File: src/rtl/gerador_tom_pkg.sv
// Shared constants for the tone generator: half-period table, note codes
// and the state encoding of the playback FSM.
package tom_pkg;

  localparam int N_NOTAS = 7;

  // Half-period of each note, in 50 MHz clock cycles, C4..B4
  localparam logic [16:0] MEIO_PERIODO [N_NOTAS] = '{
    17'd95420, 17'd85034, 17'd75758, 17'd71633,
    17'd63776, 17'd56818, 17'd50607
  };

  localparam logic [2:0] NOTA_SILENCIO = 3'd0;
  localparam logic [2:0] NOTA_DO       = 3'd1;
  localparam logic [2:0] NOTA_RE       = 3'd2;
  localparam logic [2:0] NOTA_MI       = 3'd3;
  localparam logic [2:0] NOTA_FA       = 3'd4;
  localparam logic [2:0] NOTA_SOL      = 3'd5;
  localparam logic [2:0] NOTA_LA       = 3'd6;
  localparam logic [2:0] NOTA_SI       = 3'd7;

  typedef enum logic [1:0] {
    IDLE  = 2'd0,
    PLAY  = 2'd1,
    TROCA = 2'd2
  } estado_t;

  // Raw table entry for a note code; silence maps to 1 so callers never see 0
  function automatic logic [16:0] meio_periodo(input logic [2:0] codigo);
    if (codigo == NOTA_SILENCIO) return 17'd1;
    return MEIO_PERIODO[codigo - 3'd1];
  endfunction

endpackage

File: src/rtl/gerador_tom_if.sv
// Note-code input and playback status bundle between the game logic and
// the tone generator.
interface gerador_tom_if;
  logic       enable;
  logic [2:0] nota;
  logic       buzzer;
  logic       tocando;
  logic [2:0] nota_atual;
  logic [7:0] contador_notas;
  logic [1:0] db_estado;

  modport master (
    output enable, nota,
    input  buzzer, tocando, nota_atual, contador_notas, db_estado
  );

  modport slave (
    input  enable, nota,
    output buzzer, tocando, nota_atual, contador_notas, db_estado
  );
endinterface

File: src/rtl/gerador_tom_estabilizador.sv
// Debounces the incoming note code and raises a one-cycle-qualified accept
// once the code has been stable for STABLE_CYCLES samples.
module estabilizador_codigo #(
  parameter int STABLE_CYCLES = 1000
) (
  input  logic       clock,
  input  logic       reset,
  input  logic       enable,
  input  logic [2:0] nota,
  input  logic [2:0] nota_atual,
  output logic [2:0] codigo,
  output logic       aceite
);

  localparam int CW = (STABLE_CYCLES > 1) ? $clog2(STABLE_CYCLES) : 1;
  localparam logic [CW-1:0] SAT = CW'(STABLE_CYCLES - 1);

  logic [2:0]    cand;
  logic [CW-1:0] cont_estavel;

  always_ff @(posedge clock) begin
    if (reset) begin
      cand         <= '0;
      cont_estavel <= '0;
    end else begin
      cand <= nota;
      if (nota != cand)
        cont_estavel <= '0;
      else if (cont_estavel != SAT)
        cont_estavel <= cont_estavel + 1'b1;
    end
  end

  // Level-qualified so a code held through an enable drop restarts at once
  assign codigo = cand;
  assign aceite = (cont_estavel == SAT) && enable && (cand != nota_atual);

endmodule

File: src/rtl/gerador_tom.sv
// Square-wave tone generator: debounced note code in, glitch-free buzzer out,
// note changes applied only on half-period boundaries.
//
//   state | meaning
//   IDLE  | silent, waiting for an accepted nonzero code
//   PLAY  | sounding nota_atual, half-period down-counter running
//   TROCA | still sounding nota_atual, pend applied at next terminal count
module gerador_tom
  import tom_pkg::*;
#(
  parameter int STABLE_CYCLES = 1000,
  parameter int DIV_SHIFT     = 0,
  parameter int CNT_W         = 17
) (
  input logic         clock,
  input logic         reset,
  gerador_tom_if.slave bus
);

  estado_t          estado, estado_n;
  logic [CNT_W-1:0] cnt, cnt_n;
  logic             buzzer_q, buzzer_n;
  logic [2:0]       nota_atual_q, nota_atual_n;
  logic [2:0]       pend, pend_n;
  logic [7:0]       contador, contador_n;
  logic [2:0]       codigo;
  logic             aceite;
  logic             terminal;

  estabilizador_codigo #(
    .STABLE_CYCLES(STABLE_CYCLES)
  ) u_estab (
    .clock     (clock),
    .reset     (reset),
    .enable    (bus.enable),
    .nota      (bus.nota),
    .nota_atual(nota_atual_q),
    .codigo    (codigo),
    .aceite    (aceite)
  );

  // Reload value HP-1, with HP floored at 1 after the shift
  function automatic logic [CNT_W-1:0] recarga(input logic [2:0] c);
    logic [16:0] hp;
    hp = meio_periodo(c) >> DIV_SHIFT;
    if (hp == 17'd0) hp = 17'd1;
    return CNT_W'(hp - 17'd1);
  endfunction

  assign terminal = (cnt == '0);

  always_ff @(posedge clock) begin
    if (reset) begin
      estado       <= IDLE;
      cnt          <= '0;
      buzzer_q     <= 1'b0;
      nota_atual_q <= NOTA_SILENCIO;
      pend         <= NOTA_SILENCIO;
      contador     <= '0;
    end else begin
      estado       <= estado_n;
      cnt          <= cnt_n;
      buzzer_q     <= buzzer_n;
      nota_atual_q <= nota_atual_n;
      pend         <= pend_n;
      contador     <= contador_n;
    end
  end

  always_comb begin
    estado_n     = estado;
    cnt_n        = cnt;
    buzzer_n     = buzzer_q;
    nota_atual_n = nota_atual_q;
    pend_n       = pend;
    contador_n   = contador;

    if (!bus.enable) begin
      estado_n     = IDLE;
      cnt_n        = '0;
      buzzer_n     = 1'b0;
      nota_atual_n = NOTA_SILENCIO;
      pend_n       = NOTA_SILENCIO;
    end else begin
      unique case (estado)
        IDLE: begin
          buzzer_n     = 1'b0;
          nota_atual_n = NOTA_SILENCIO;
          if (aceite && codigo != NOTA_SILENCIO) begin
            estado_n     = PLAY;
            cnt_n        = recarga(codigo);
            buzzer_n     = 1'b1;
            nota_atual_n = codigo;
            contador_n   = contador + 8'd1;
          end
        end
        PLAY: begin
          if (terminal) begin
            buzzer_n = ~buzzer_q;
            cnt_n    = recarga(nota_atual_q);
          end else begin
            cnt_n = cnt - 1'b1;
          end
          if (aceite) begin
            estado_n = TROCA;
            pend_n   = codigo;
          end
        end
        TROCA: begin
          if (terminal) begin
            if (pend != NOTA_SILENCIO) begin
              estado_n     = PLAY;
              buzzer_n     = ~buzzer_q;
              cnt_n        = recarga(pend);
              nota_atual_n = pend;
              contador_n   = contador + 8'd1;
            end else begin
              estado_n     = IDLE;
              buzzer_n     = 1'b0;
              nota_atual_n = NOTA_SILENCIO;
            end
          end else begin
            cnt_n = cnt - 1'b1;
            if (aceite) pend_n = codigo;
          end
        end
        default: estado_n = IDLE;
      endcase
    end
  end

  assign bus.buzzer         = buzzer_q;
  assign bus.tocando        = (estado == PLAY) || (estado == TROCA);
  assign bus.nota_atual     = nota_atual_q;
  assign bus.contador_notas = contador;
  assign bus.db_estado      = estado;

endmodule

File: src/flat_wrapper.sv
// flat-port wrapper written by rule: the top's interface ports become plain ports
module gerador_tom_flat import tom_pkg::*;
#(
  parameter int STABLE_CYCLES = 1000,
  parameter int DIV_SHIFT     = 0,
  parameter int CNT_W         = 17
)
  (clock, reset, bus_enable, bus_nota, bus_buzzer, bus_tocando, bus_nota_atual, bus_contador_notas, bus_db_estado);
  gerador_tom_if bus_i ();
  input logic clock;
  input logic reset;
  input wire logic [$bits(bus_i.enable)-1:0] bus_enable;
  input wire logic [$bits(bus_i.nota)-1:0] bus_nota;
  output wire logic [$bits(bus_i.buzzer)-1:0] bus_buzzer;
  output wire logic [$bits(bus_i.tocando)-1:0] bus_tocando;
  output wire logic [$bits(bus_i.nota_atual)-1:0] bus_nota_atual;
  output wire logic [$bits(bus_i.contador_notas)-1:0] bus_contador_notas;
  output wire logic [$bits(bus_i.db_estado)-1:0] bus_db_estado;
  assign bus_i.enable = bus_enable;
  assign bus_i.nota = bus_nota;
  assign bus_buzzer = bus_i.buzzer;
  assign bus_tocando = bus_i.tocando;
  assign bus_nota_atual = bus_i.nota_atual;
  assign bus_contador_notas = bus_i.contador_notas;
  assign bus_db_estado = bus_i.db_estado;
  gerador_tom #(.STABLE_CYCLES(STABLE_CYCLES), .DIV_SHIFT(DIV_SHIFT), .CNT_W(CNT_W)) u_core (.clock(clock), .reset(reset), .bus(bus_i));
endmodule
File: config.mk
export PLATFORM = sky130hd
export DESIGN_NAME = gerador_tom_flat
export DESIGN_NICKNAME = d
export VERILOG_FILES = /design/src/rtl/gerador_tom_pkg.sv /design/src/rtl/gerador_tom_if.sv /design/src/rtl/gerador_tom_estabilizador.sv /design/src/rtl/gerador_tom.sv /design/src/flat_wrapper.sv
export SDC_FILE = /design/constraint.sdc
export NUM_CORES = 1
export LEC_CHECK = 0
export BUFFER_PORTS_ARGS = -buffer_cell sky130_fd_sc_hd__buf_2
export CAP_MARGIN = 20
export CORE_MARGIN = 2
export CORE_UTILIZATION = 65
export CTS_CLUSTER_DIAMETER = 120
export DETAILED_ROUTE_END_ITERATION = 6
export PLACE_DENSITY = 0.84
export SYNTH_ARGS = -nofsm -noshare
export SYNTH_HDL_FRONTEND = slang
export SYNTH_SLANG_ARGS = --single-unit
File: constraint.sdc
create_clock -name clock -period 5 [get_ports clock]
set_clock_uncertainty 0.05 [all_clocks]
set_input_delay 0.5 -clock clock [delete_from_list [all_inputs] [get_ports clock]]
set_output_delay 0.5 -clock clock [all_outputs]
set_load 0.02 [all_outputs]
Word-level counts from Yosys, hierarchy flattened
Memory sizes are Yosys's and may differ from the RTL's.
Index checks and enable logic that the tools add are counted.
{"block": "classes", "addsub": 9, "order_cmp": 3, "n_eq_ne": 13, "muxes": 74, "bitwise": 5, "n_reduce_logical": 25}
{"cell": "two-way mux 17 bit", "n": 39}
{"cell": "zero test 17 bit", "n": 4}
{"cell": "subtractor 17 x 1 -> 17 bit, second input constant", "n": 4}
{"cell": "case mux 17 bit (3 select lines)", "n": 1}
{"cell": "two-way mux 8 bit", "n": 3}
{"cell": "two-way mux 1 bit", "n": 18}
{"cell": "case mux 8 bit (2 select lines)", "n": 1}
{"cell": "two-way mux 3 bit", "n": 5}
{"cell": ">= comparator 4 bit, second input constant", "n": 3}
{"cell": "NOT 3 -> 4 bit", "n": 3}
{"cell": "case mux 3 bit (2 select lines)", "n": 2}
{"cell": "adder 10 x 1 -> 10 bit, second input constant", "n": 1}
{"cell": "equality test 10 bit, second input constant", "n": 1}
{"cell": "!= test 10 bit, second input constant", "n": 1}
{"cell": "!= test 2 x 1 -> 1 bit, second input constant", "n": 5}
{"cell": "zero test 3 bit", "n": 3}
{"cell": "AND reduction 3 bit", "n": 3}
{"cell": "nonzero test 3 bit", "n": 3}
{"cell": "subtractor 3 x 1 -> 3 bit, second input constant", "n": 3}
{"cell": "adder 8 x 1 -> 8 bit, second input constant", "n": 1}
{"cell": "two-way mux 2 bit", "n": 3}
{"cell": "!= test 3 bit", "n": 2}
{"cell": "case mux 2 bit (3 select lines)", "n": 1}
{"cell": "AND reduction 5 bit", "n": 1}
{"cell": "12 further kinds", "n": 18}
{"block": "totals", "reg_bits": 47, "mem_bits_ro": 408, "input_bits": 6, "mem_count": 3}
{"name": "(name not given)", "depth": 8, "width": 17, "rd": 1, "rd_ports_with_merged_regs": 0, "wr": 0, "line": "gerador_tom_pkg.sv:31", "text": "return MEIO_PERIODO[codigo - 3'd1];"}
{"name": "(name not given)", "depth": 8, "width": 17, "rd": 1, "rd_ports_with_merged_regs": 0, "wr": 0, "line": "gerador_tom_pkg.sv:31"}
{"name": "(name not given)", "depth": 8, "width": 17, "rd": 1, "rd_ports_with_merged_regs": 0, "wr": 0, "line": "gerador_tom_pkg.sv:31"}

Longest topological paths before layout
{"block": "logic_depth", "depth_word": 21, "ltp_mapped": 13, "mapped_depth_nobuf": 9}

Cells and area by module
From an unflattened synthesis, not the netlist that was laid out.
{"block": "unflattened", "cells_unflattened": 643, "area_unflattened_um2": 4642.0}
{"mod": "gerador_tom", "instances": 1, "cells_per_inst": 575, "area_per_inst_um2": 4005.1}
{"mod": "estabilizador_codigo", "instances": 1, "cells_per_inst": 68, "area_per_inst_um2": 636.9}

Least setup slack after synthesis
No wires, ideal clock.
{"block": "synth_timing", "kind": "register to register", "start": "reg u_core.cnt[0]", "end": "reg u_core.cnt[3]", "arrival_time_ns": 2.641, "t_required_ns": 4.823, "slack_ns": 2.182, "path_stages_with_launch": 11, "n_path_buf": 1, "synth_period_minus_slack_ns": 2.818, "path_cell_list": "dfxtp_1 -> inv_1 -> ha_1 -> or4b_4 -> or4b_1 -> buf_2 -> nor3_4 -> o21ai_2 -> a221o_1 -> a31oi_1 -> o41ai_1"}
{"block": "synth_between", "elab_chain_cells": 3, "word_cells_on_any_way": 7}
{"element": "start, declared", "line": "gerador_tom.sv:21", "text": "logic [CNT_W-1:0] cnt, cnt_n;"}
{"element": "start signal, assigned", "line": "gerador_tom.sv:62", "text": "cnt <= cnt_n;"}
{"element": "subtractor 17 x 1 -> 17 bit / zero test 17 bit (equally long branches)", "line": "gerador_tom.sv:102, gerador_tom.sv:123, gerador_tom.sv:50"}
{"element": "two-way mux 17 bit, or another cell as far along", "line": "gerador_tom.sv:110", "text": "if (terminal) begin"}
{"element": "case mux 17 bit (3 select lines) / AND reduction 3 bit (equally long branches)"}
Parallel ways exist; a longest one is shown, timed or not.
A chain may end at the register's enable or synchronous reset.

Final worst setup path
{"block": "layout_timing", "start": "reg u_core.cnt[0]", "end": "reg u_core.cnt[11]"}
Same word-level chain as after synthesis.

==> flow_summary.yaml <==
synthesis:
  synth_area_um2: 4760
  seq_area_frac_synth_pct: 19.7
  synth_top_area_share_pct: 19.7
  synth_nets: 694
  syn_avg_cell_area_um2: 7.22
  yosys-top-cells-count: "nor2_1 (67), o21ai_0 (54), dfxtp_1 (47), a21oi_1 (45), nand2_1 (43)"
  ys_types: 74
  syn-instance-count: 660
  yosysMostFrequentCell: "nor2_1"
  ys_ff_latch: 47
  yosys_warnings: 0
  synth_area_leaders: "dfxtp_1 (20%), ha_1 (7.4%), o21ai_0 (5.7%)"
  ys.flop_type: "dfxtp_1"
  synth-async-reset-ratio_pct: 0
  synth_edf_count: 0
  yosys.area.top_type: "dfxtp_1"
global_routing:
  antenna_found_initial: 0
  first_global_vias: 4295
  grt_usage_pct: 33.6
  grt_pass1_wl_um: 21300
  grt-ovfl-total: 0
  grt_max_degree: 32
clocking:
  clk_latency_ns: 0.31
  hold_buffers: 0
  cts_made_buffers: 5
  clk_pin_slew_ns: 0.10
  cts_root_buffer: "clkbuf_8"
  htreeDepth: 2
  ctsResizeCount: 0
  cts_tree: "built"
  cts_buffer_depth: 2
  clkSinkCount: 47
  post_cts_buffers: 0
placement:
  dpl.hpwl_um: 9760
  gp_congestion: 0.972
  port_buffers: 20
  placed_area_um2: 4790
hold_path:
  hp-start: "bus_nota[1]"
  min_path_type: "input port to flop"
worst_setup_path:
  crit_path_start_kind: "flop"
  crit_end: "u_core.cnt[11]"
  regToRegStartpoint: "u_core.cnt[0]"
  r2r_cells: 9
  end_kind: "flop"
  crit_type: "flop to flop"
  arrival_ns: 3.73
  crit_fanout: 20
  required_ns: 5.12
  reg2reg_slack_ns: 1.39
  crit_start: "u_core.cnt[0]"
  regToRegEndpoint: "u_core.cnt[11]"
routing:
  vias_per_cell: 6.79
  drt-pass1-iter-count: 7
  vias: 5005
  drc: 0
  wl_per_cell_um: 18.3
  route.antenna.remaining_nets: 0
  drt_wl_total_um: 13500
  drt-initial-drc-count: 539
layout:
  syn2layout_area_growth_pct: 2.63
  diodes: 0
  layout.nets: 672
  drive_above_1_share_pct: 7.68
  fin_area_um2: 4890
timing:
  min_period_ns: 3.61
  final_hold_viol_count: 0
  period_share_pct: 72.3
  fmax_mhz: 277
  tightest_slew_ns: 1.00
  slew_headroom_pct: 33.0
  drv_slew: 0
  totalNegativeSetupSlack_ns: 0
  setup_viol: 0
  rsz0062_at_grt: "no"
die:
  core_um2: 7180
  rows: 31
  ioPinCount: 21
  dieArea_um2: 8030
  die_w_um: 89.6
  die_h_um: 89.6
  initial_core_util_pct: 66.4
power_and_ir_drop:
  powerDensity_nw_per_um2: 150
  vdd.ir_drop.worst_mv: 0.149
  power_leakage_nw: 1.85
run:
  cap_violations: 0
status:
  status: "finished, final reports clean"
-- critical path: stages (launching register included) --
cell      delay, ns
dfxtp_1        0.34
inv_1          0.08
ha_1           0.19
or4b_4         0.49
nor4b_1        0.63
nand2_1        0.65
o31ai_1        0.57
a221oi_1       0.17
o21ai_0        0.20
a21oi_1        0.09
-- routing by layer --
metal	global-route usage, %	vias to the layer above	share of wire [%]
met3	4.66	31	9.3
met5	0	-	0
met1	46.3	2305	42
met4	8.68	0	2.3
met2	55.3	297	46
li1	-	2372	-
-- flip-flops by register name, summed over array words and instances (netlist names) --
register,count
u_core.bus.contador_notas,8
u_core.bus.db_estado,2
u_core.pend,3
u_core.bus.nota_atual,3
u_core.cnt,17
u_core.u_estab.codigo,3
u_core.u_estab.cont_estavel,10
u_core.bus.buzzer,1
-- how the worst min path moves through the flow --
| stage | slack (ns) | depth (start not counted) | endpoint |
|---|---|---|---|
| after global routing | 0.42 | 2 | u_core.u_estab.codigo[1] |
| after CTS | 0.39 | 2 | u_core.u_estab.codigo[1] |
| after detailed placement | 0.43 | 2 | u_core.cnt[9] |
| after floorplan | 0.40 | 2 | u_core.cnt[9] |
| after global placement | 0.42 | 2 | u_core.cnt[9] |
| final | 0.39 | 2 | u_core.u_estab.codigo[1] |
-- logic make-up after synthesis --
group,after synthesis,synth area share [%]
simple gates,237,25.2
compound gates,217,30.6
buf+inv,75,6.36
flops,47,19.7
xor+xnor,40,7.35
fa+ha+maj,28,7.35
mux,16,3.41
-- report_power, final --
part | switching [mW] | leakage (nW) | internal, mW
combinational | 0.0600 | 1.42 | 0.0360
sequential | 0.00760 | 0.379 | 0.376
clock | 0.141 | 0.0477 | 0.112
-- stage by stage --
stage | setup slack (ns) | total power, mW | cells | utilization [%] | hold slack [ns]
after floorplan | 2.18 | 0.462 | 660 | - | 0.399
after global placement | 1.51 | 0.482 | 729 | 66.8 | 0.418
after detailed placement | 1.44 | 0.485 | 729 | 66.8 | 0.428
after CTS | 1.44 | 0.728 | 736 | 68.0 | 0.392
after global routing | 1.14 | 0.753 | 737 | 68.1 | 0.421
final | 1.39 | 0.732 | 737 | 68.1 | 0.392
-- final cells by class --
class | instances | area, um^2
clock inverters | 1 | 8.76
multi-input cells | 538 | 3520
repair buffers | 24 | 130
inverters | 22 | 82.6
clock buffers | 6 | 82.6
flip-flops and latches | 47 | 941
fillers | 636 | 2290
well taps | 99 | 124
-- placed cells by master, fill, tap and decap left out, types with 4 or more instances in the layout --
cell type	instances
o311a_1	4
buf_2	20
nand3_1	19
a21boi_0	4
nand2_1	43
o31ai_1	7
or3_1	8
mux2i_1	14
xnor2_1	18
clkbuf_8	6
a21oi_1	45
nor2b_1	17
o21ai_0	54
a22oi_1	7
o22ai_1	5
a31oi_1	12
a211oi_1	13
nand2b_1	19
nand4_1	9
nor2_1	67
o32ai_1	4
o311ai_0	6
o211ai_1	7
o21bai_1	4
xor2_1	22
ha_1	28
a221oi_1	5
inv_1	21
nor4_1	8
or2_2	5
buf_4	4
nor3_1	23
dfxtp_1	47
No activity file was read; power rests on OpenSTA's default activity.
